`src/rtl/load_store_unit.sv`:
```
// RV32I data-memory stage: sizes/aligns core loads and stores onto a valid/ready word bus.
// Latency 2 stall cycles at zero wait (fault: 1); waits on mem_ready up to TIMEOUT cycles while holding the core via stall.
module load_store_unit #(
    parameter int TIMEOUT = 16
) (
    input  logic        clk,
    input  logic        reset,
    input  logic        req_valid,
    input  logic        req_write,
    input  logic [2:0]  req_funct3,
    input  logic [31:0] req_addr,
    input  logic [31:0] req_wdata,
    output logic        stall,
    output logic        resp_valid,
    output logic [31:0] rdata,
    output logic        misaligned,
    output logic        bus_err,
    output logic        mem_valid,
    input  logic        mem_ready,
    output logic        mem_we,
    output logic [31:0] mem_addr,
    output logic [3:0]  mem_wstrb,
    output logic [31:0] mem_wdata,
    input  logic [31:0] mem_rdata
);
    localparam int CNT_W = (TIMEOUT > 2) ? $clog2(TIMEOUT) : 1;
    localparam logic [CNT_W-1:0] CNT_MAX = CNT_W'(TIMEOUT - 1);

    typedef enum logic [1:0] {IDLE, BUS, DONE} state_t;

    state_t            state_q, state_d;
    logic [CNT_W-1:0]  cnt_q, cnt_d;
    logic [29:0]       waddr_q, waddr_d;
    logic              we_q, we_d;
    logic [3:0]        wstrb_q, wstrb_d;
    logic [31:0]       wdata_q, wdata_d;
    logic [2:0]        funct3_q, funct3_d;
    logic [1:0]        off_q, off_d;
    logic [31:0]       rdata_q, rdata_d;
    logic              mis_q, mis_d;
    logic              berr_q, berr_d;

    logic              fault;
    logic [3:0]        st_strb;
    logic [31:0]       st_data;
    logic [7:0]        ld_byte;
    logic [15:0]       ld_half;
    logic [31:0]       ld_ext;

    // Request decode: funct3[1:0] is the size, funct3[2] the unsigned flag (loads only).
    always_comb begin
        fault = (req_funct3 == 3'b011) || (req_funct3[2:1] == 2'b11) ||
                (req_write && req_funct3[2]) ||
                (req_funct3[1:0] == 2'b01 && req_addr[0]) ||
                (req_funct3[1:0] == 2'b10 && req_addr[1:0] != 2'b00);
        case (req_funct3[1:0])
            2'b00: begin
                st_data = {4{req_wdata[7:0]}};
                st_strb = 4'b0001 << req_addr[1:0];
            end
            2'b01: begin
                st_data = {2{req_wdata[15:0]}};
                st_strb = req_addr[1] ? 4'b1100 : 4'b0011;
            end
            default: begin
                st_data = req_wdata;
                st_strb = 4'b1111;
            end
        endcase
    end

    always_comb begin
        case (off_q)
            2'd0:    ld_byte = mem_rdata[7:0];
            2'd1:    ld_byte = mem_rdata[15:8];
            2'd2:    ld_byte = mem_rdata[23:16];
            default: ld_byte = mem_rdata[31:24];
        endcase
        ld_half = off_q[1] ? mem_rdata[31:16] : mem_rdata[15:0];
        case (funct3_q)
            3'b000:  ld_ext = {{24{ld_byte[7]}}, ld_byte};
            3'b001:  ld_ext = {{16{ld_half[15]}}, ld_half};
            3'b100:  ld_ext = {24'd0, ld_byte};
            3'b101:  ld_ext = {16'd0, ld_half};
            default: ld_ext = mem_rdata;
        endcase
    end

    always_comb begin
        state_d  = state_q;
        cnt_d    = cnt_q;
        waddr_d  = waddr_q;
        we_d     = we_q;
        wstrb_d  = wstrb_q;
        wdata_d  = wdata_q;
        funct3_d = funct3_q;
        off_d    = off_q;
        rdata_d  = rdata_q;
        mis_d    = mis_q;
        berr_d   = berr_q;
        case (state_q)
            IDLE: begin
                cnt_d = '0;
                if (req_valid) begin
                    berr_d = 1'b0;
                    if (fault) begin
                        state_d = DONE;
                        mis_d   = 1'b1;
                        rdata_d = '0;
                    end else begin
                        state_d  = BUS;
                        mis_d    = 1'b0;
                        waddr_d  = req_addr[31:2];
                        we_d     = req_write;
                        wstrb_d  = req_write ? st_strb : 4'b0000;
                        wdata_d  = req_write ? st_data : 32'd0;
                        funct3_d = req_funct3;
                        off_d    = req_addr[1:0];
                    end
                end
            end
            BUS: begin
                cnt_d = cnt_q + CNT_W'(1);
                // mem_ready takes priority over a timeout landing in the same cycle
                if (mem_ready) begin
                    state_d = DONE;
                    rdata_d = we_q ? 32'd0 : ld_ext;
                end else if (cnt_q == CNT_MAX) begin
                    state_d = DONE;
                    berr_d  = 1'b1;
                    rdata_d = '0;
                end
            end
            DONE:    state_d = IDLE;
            default: state_d = IDLE;
        endcase
    end

    always_ff @(posedge clk) begin
        if (reset) begin
            state_q  <= IDLE;
            cnt_q    <= '0;
            waddr_q  <= '0;
            we_q     <= 1'b0;
            wstrb_q  <= '0;
            wdata_q  <= '0;
            funct3_q <= '0;
            off_q    <= '0;
            rdata_q  <= '0;
            mis_q    <= 1'b0;
            berr_q   <= 1'b0;
        end else begin
            state_q  <= state_d;
            cnt_q    <= cnt_d;
            waddr_q  <= waddr_d;
            we_q     <= we_d;
            wstrb_q  <= wstrb_d;
            wdata_q  <= wdata_d;
            funct3_q <= funct3_d;
            off_q    <= off_d;
            rdata_q  <= rdata_d;
            mis_q    <= mis_d;
            berr_q   <= berr_d;
        end
    end

    assign stall      = req_valid && (state_q != DONE);
    assign resp_valid = (state_q == DONE);
    assign misaligned = resp_valid && mis_q;
    assign bus_err    = resp_valid && berr_q;
    assign rdata      = rdata_q;
    assign mem_valid  = (state_q == BUS);
    assign mem_we     = mem_valid && we_q;
    assign mem_addr   = mem_valid ? {waddr_q, 2'b00} : 32'd0;
    assign mem_wstrb  = mem_valid ? wstrb_q : 4'b0000;
    assign mem_wdata  = mem_valid ? wdata_q : 32'd0;
endmodule

```
`config.mk`:
```
export PLATFORM = sky130hd
export DESIGN_NAME = load_store_unit
export DESIGN_NICKNAME = d
export VERILOG_FILES = /design/src/rtl/load_store_unit.sv
export SDC_FILE = /design/constraint.sdc
export NUM_CORES = 1
export LEC_CHECK = 0
export CAP_MARGIN = 20
export CORE_MARGIN = 10
export CORE_UTILIZATION = 44
export CTS_CLUSTER_DIAMETER = 40
export DETAILED_ROUTE_END_ITERATION = 10
export GPL_TIMING_DRIVEN = 0
export PLACE_DENSITY = 0.82
export SETUP_SLACK_MARGIN = 0.4
export SYNTH_ARGS = -nofsm -noshare
export SYNTH_HDL_FRONTEND = slang
export SYNTH_SLANG_ARGS = --single-unit
```
`constraint.sdc`:
```
create_clock -name clk -period 2.2 [get_ports clk]
set_input_delay 0.44 -clock clk [delete_from_list [all_inputs] [get_ports clk]]
set_output_delay 0.44 -clock clk [all_outputs]
set_load 0.01 [all_outputs]
```
# Word level (Yosys, flattened, before mapping)
# Index checks and enable logic that the tools add are counted.
# word_totals
inputBits,104
reg_bits,112
word_cells,82
# op_classes
n_mux,28
eq_ne,18
n_bitwise,1
shift,1
n_reduce_logical,22
add_sub_neg,1
# op_table
cell,n
2-to-1 mux 32 bit,8
one-hot mux 32 bit (2 select lines),2
one-hot mux 32 bit (4 select lines),1
one-hot mux 8 bit (3 select lines),1
2-to-1 mux 16 bit,1
one-hot mux 4 bit (2 select lines),2
2-to-1 mux 4 bit,3
"== test 2 bit, second input constant",4
2-to-1 mux 2 bit,4
"!= test 2 bit, second input constant",4
AND reduction 4 bit,2
logical AND 1 bit,7
"== test 2 x 1 -> 1 bit, second input constant",3
"== test 3 bit, second input constant",2
zero test 2 bit,3
"adder 4 x 1 -> 4 bit, second input constant",1
"== test 4 bit, second input constant",1
logical OR 1 bit,4
2-to-1 mux 1 bit,4
one-hot mux 2 bit (2 select lines),1
AND reduction 2 bit,2
nonzero test 2 bit,2
"left shift 1 x 2 -> 4 bit, first input constant",1
"== test 3 x 1 -> 1 bit, second input constant",1
7 further kinds,7

# Depth between registers and ports, before layout
# depth
word_depth,8
depth_mapped,7
ltp_nobuf,5

# Least setup slack after synthesis
# No wires, ideal clock.
# synth_timing
path_type,input-to-reg
start,input req_funct3[0]
end,register wstrb_q[1]
required_ns,2.130
arrival_ns,1.736
slack_ns,0.393
path_buffers,2
cell_stages,6
cell_sequence,clkbuf_1 > or4_4 > a21oi_4 > buf_2 > o211ai_1 > a21oi_1
# synth_via
elab_chain_len,7
elab_cells_between_ends,14
cone_classes,eq/ne: 3; mux: 2; bitwise: 1; reduce/logical: 8
# synth_lines
element,line,text
start: declaration,10,"input logic [2:0] req_funct3,"
== test 3 x 2 -> 1 bit,52,fault = (req_funct3 == 3'b011) || (req_funct3[2:1] == 2'b11) ||
logical OR 1 bit (2 in series),52,
logical OR 1 bit,53,(req_write && req_funct3[2]) ||
logical OR 1 bit,54,(req_funct3[1:0] == 2'b01 && req_addr[0]) ||
NOT 1 bit (no line),--,
AND reduction 3 bit (no line),--,
end signal: assignment,157,wstrb_q <= wstrb_d;
end: declaration,35,"logic [3:0] wstrb_q, wstrb_d;"
# Several ways; a longest one is shown, not always the timed one.
# A chain may end at the register's enable or synchronous reset.

# Worst setup path after layout
# layout_timing
start,register state_q[1]
end,output mem_addr[6]
# layout_via
elab_chain_len,2
# layout_lines
element,line,text
start: declaration,31,"state_t state_q, state_d;"
start signal: assignment,153,state_q <= state_d;
== test 2 x 1 -> 1 bit,172,assign mem_valid = (state_q == BUS);
2-to-1 mux 32 bit,174,"assign mem_addr = mem_valid ? {waddr_q, 2'b00} : 32'd0;"
end: declaration,21,"output logic [31:0] mem_addr,"
# Every way passes these cells.

==> flow_metrics.py <==
metrics = {
    "synthesis": {
        "synth-main-ff-cell": "dfxtp_1",
        "synthAdderAreaFrac": 0.002332,
        "post-synth-top-count-cell": "nand2_1",
        "ys_ff_latch": 112,
        "synth-edff-count": 0,
        "synth-compound-area-share": 0.1919,
        "syn_avg_cell_area_um2": 8.204,
        "yosysTopAreaCellShare": 0.4179,
        "synth-simple-area-share": 0.2610,
        "async_reset_ff_frac": 0,
        "synthTopCellsByCount": "nand2_1, dfxtp_1, a21oi_1, and2_1, nand3_1",
        "yosysWarnings": 0,
        "synthMuxAreaShare": 0.07369,
        "synth_area_leaders": "dfxtp_1, nand2_1, a21oi_1",
        "syn-cell-area_um2": 5365,
        "synth_top_family_by_area": "simple AND/OR/NAND/NOR gates",
        "synthCells": 654,
        "ys_types": 46,
        "synth_xor_area_frac": 0,
        "synth_top_area_cell": "dfxtp_1",
        "yosysSeqAreaShare": 0.4179,
    },
    "timing": {
        "rsz0062_at_grt": "true",
        "slew_violations": 0,
        "timing.final.ws_setup_ns": 0.06945,
        "period_minus_slack_ns": 2.131,
        "setup-tns-final_ns": 0,
        "fmax_mhz": 469.4,
        "hold_viol": 0,
        "finalSetupViolCount": 0,
        "worstMarginPinSlew_ns": 0.6869,
        "finalCritPeriodShare": 0.9684,
        "fin_skew_ns": 0.008480,
        "max-slew-margin-rel": 0.5404,
    },
    "placed_design": {
        "dp_hpwl_mm": 13.98,
        "port_buffers": 206,
        "dpl_worst_slack_ns": -0.6181,
        "gp_congestion": 0.8545,
    },
    "power": {
        "pwr-share-comb": 0.170,
        "leakagePower_nw": 3.259,
        "cellPowerDensity_nw_per_um2": 564.3,
        "power_switching_w": 0.001168,
        "switching_share": 0.2485,
        "power_frac_seq": 0.452,
        "irDropWorstVdd_v": 0.0004877,
        "p_int_w": 0.003532,
        "clockPowerShare": 0.377,
    },
    "detailed_routing": {
        "wl_mm": 19.06,
        "routedWlPerCell_um": 18.22,
        "drtIter0Drc": 375,
        "via_per_inst": 5.405,
        "ant_nets": 0,
        "drc": 0,
        "vias": 5654,
        "dr.pass1.iters": 5,
    },
    "clocking": {
        "cts_htree_levels": 3,
        "clkTransAtPathRegs_ns": 0.07,
        "hold_buffers": 0,
        "cts_buffer_depth": 2,
        "clock-sinks": 112,
        "clock_latency_ns": 0.35,
        "cts-root-buf": "clkbuf_16",
        "cts_tree": "built",
        "numCtsBuffers": 9,
    },
    "die": {
        "floorplan.initialDensity": 0.4485,
        "ios": 210,
        "dieWidth_um": 130.4,
        "die_area_um2": 17010,
        "rows": 40,
        "core-area_um2": 11960,
        "die-height_um": 130.4,
    },
    "global_route": {
        "grt-ovfl-total": 0,
        "use_met3": 0.07373,
        "grt_pass1_vias": 5294,
        "grt_max_degree": 18,
        "grt_pass1_wl_mm": 28.21,
        "grt_use_met1": 0.2468,
        "grt_antenna_before_repair": 2,
        "busiest_layer": "met2",
        "globalRouteMet2Util": 0.3500,
        "grtUsageTotal": 0.2091,
    },
    "outcome": {
        "status": "finished, final reports clean",
    },
    "worst_setup_path": {
        "end_kind": "output pin",
        "cp.arrival_ns": 1.69,
        "worstPathRequired_ns": 1.76,
        "start_kind": "flop",
        "path_cells": "buf_6, nand2b_4, clkinvlp_4, buf_4, clkbuf_8, and2_1, buf_2",
        "critPathTopFamily": "buffers and inverters",
        "crit_slowest_cell": "dfxtp_2",
        "critPathMaxStageDelay_ns": 0.33,
        "r2r_slack_ns": 0.08,
        "critPathKind": "flop to output pin",
        "cp_num_buf_inv": 5,
        "crit_fanout": 10,
    },
    "layout": {
        "syn_to_final_growth_pct": 55.25,
        "fin_nets": 998,
        "drive_gt1_frac": 0.2350,
    },
    "job": {
        "max_cap_viol_count": 0,
    },
    "hold_path": {
        "hold_class": "flop to flop",
    },
}
## per-layer routing
layer	wire length [µm]	share of wire
met1	7451	0.39
met2	9293	0.49
met3	1836	0.096
met4	481	0.025
met5	0	0
## tightest hold or removal path, cell delays in order (launching register included)
cell and delay (ns):
dfxtp_1 0.31, nand2_1 0.05, a21oi_1 0.05
## final cells by class
cell class                 instances  area, µm²
tap                              147      183.9
inverter                           3      15.01
clock buffer                      10      239.0
buffer                            57      397.9
sequential                       112       2245
fill                             942       3632
antenna                            1      2.502
clock inverter                     6      82.58
timing repair buffer             227       2168
multi-input combinational        483       2995
## power by group through the flow
| stage | logic [W] | clock network [W] | registers, W |
|---|---|---|---|
| 2_1_floorplan | 0.000341 | 0 | 0.00217 |
| 3_3_place_gp | 0.000683 | 0 | 0.00217 |
| 3_5_place_dp | 0.000693 | 0 | 0.00217 |
| 4_1_cts | 0.000771 | 0.00181 | 0.00212 |
| 5_1_grt | 0.000863 | 0.00188 | 0.00213 |
| 6_report | 0.000801 | 0.00177 | 0.00213 |
## stage by stage
stage,instances,cell area [µm²],total power (W),hold slack (ns),util
floorplan,655,5371,0.002506,0.4273,-
global placement,1008,7617,0.002850,0.4354,0.6368
detailed placement,1008,7617,0.002861,0.4414,0.6368
CTS,1043,8109,0.004700,0.4520,0.6779
global route,1046,8329,0.004876,0.4670,0.6963
finish,1046,8329,0.004700,0.4506,0.6963
## cell families (layout without fill, tap and decap cells)
logic type / after synthesis / after routing
buffers and inverters: 60 / 303
AO/OA/AOI/OAI: 163 / 163
multiplexers: 37 / 37
AND/OR/NAND/NOR: 280 / 280
flip-flops: 112 / 112
adder cells (fa/ha/maj): 1 / 1
other: 1 / 3
## placed cells by master, fill, tap and decap left out, types with 10 or more instances in the layout
cell,count
mux2i_1,17
clkbuf_16,10
nand2_1,124
clkbuf_1,20
nor2_1,15
and2_4,34
buf_4,19
buf_2,39
a221o_1,17
o21ai_0,18
buf_6,51
a21oi_1,90
dfxtp_1,110
nor2b_1,11
and2_1,36
nand3_1,34
clkdlybuf4s50_1,128
mux2_2,20
## worst paths after layout
kind / startpoint / endpoint / cells after the start
setup reg to reg: state_q[1] / rdata[19] / 8
hold reg to reg: waddr_q[23] / waddr_q[23] / 2
setup / recovery: state_q[1] / mem_addr[6] / 7
hold / removal: waddr_q[23] / waddr_q[23] / 2
## what timing repair did
item                                    in CTS  in global routing
pin swaps                                   24                 21
gates cloned                                 3                  1
setup buffers                               16                  1
endpoints found under the setup margin     177                177
resized for setup                          281                146
## registers in the layout, indices dropped and copies added, names as in the netlist
| register | flops |
|---|---|
| rdata | 32 |
| wdata_q | 32 |
| waddr_q | 30 |
| cnt_q | 4 |
| wstrb_q | 4 |
| funct3_q | 3 |
| off_q | 2 |
| state_q | 2 |
| berr_q | 1 |
| mis_q | 1 |
| we_q | 1 |
Note: power is estimated with default switching activity, not from simulation.
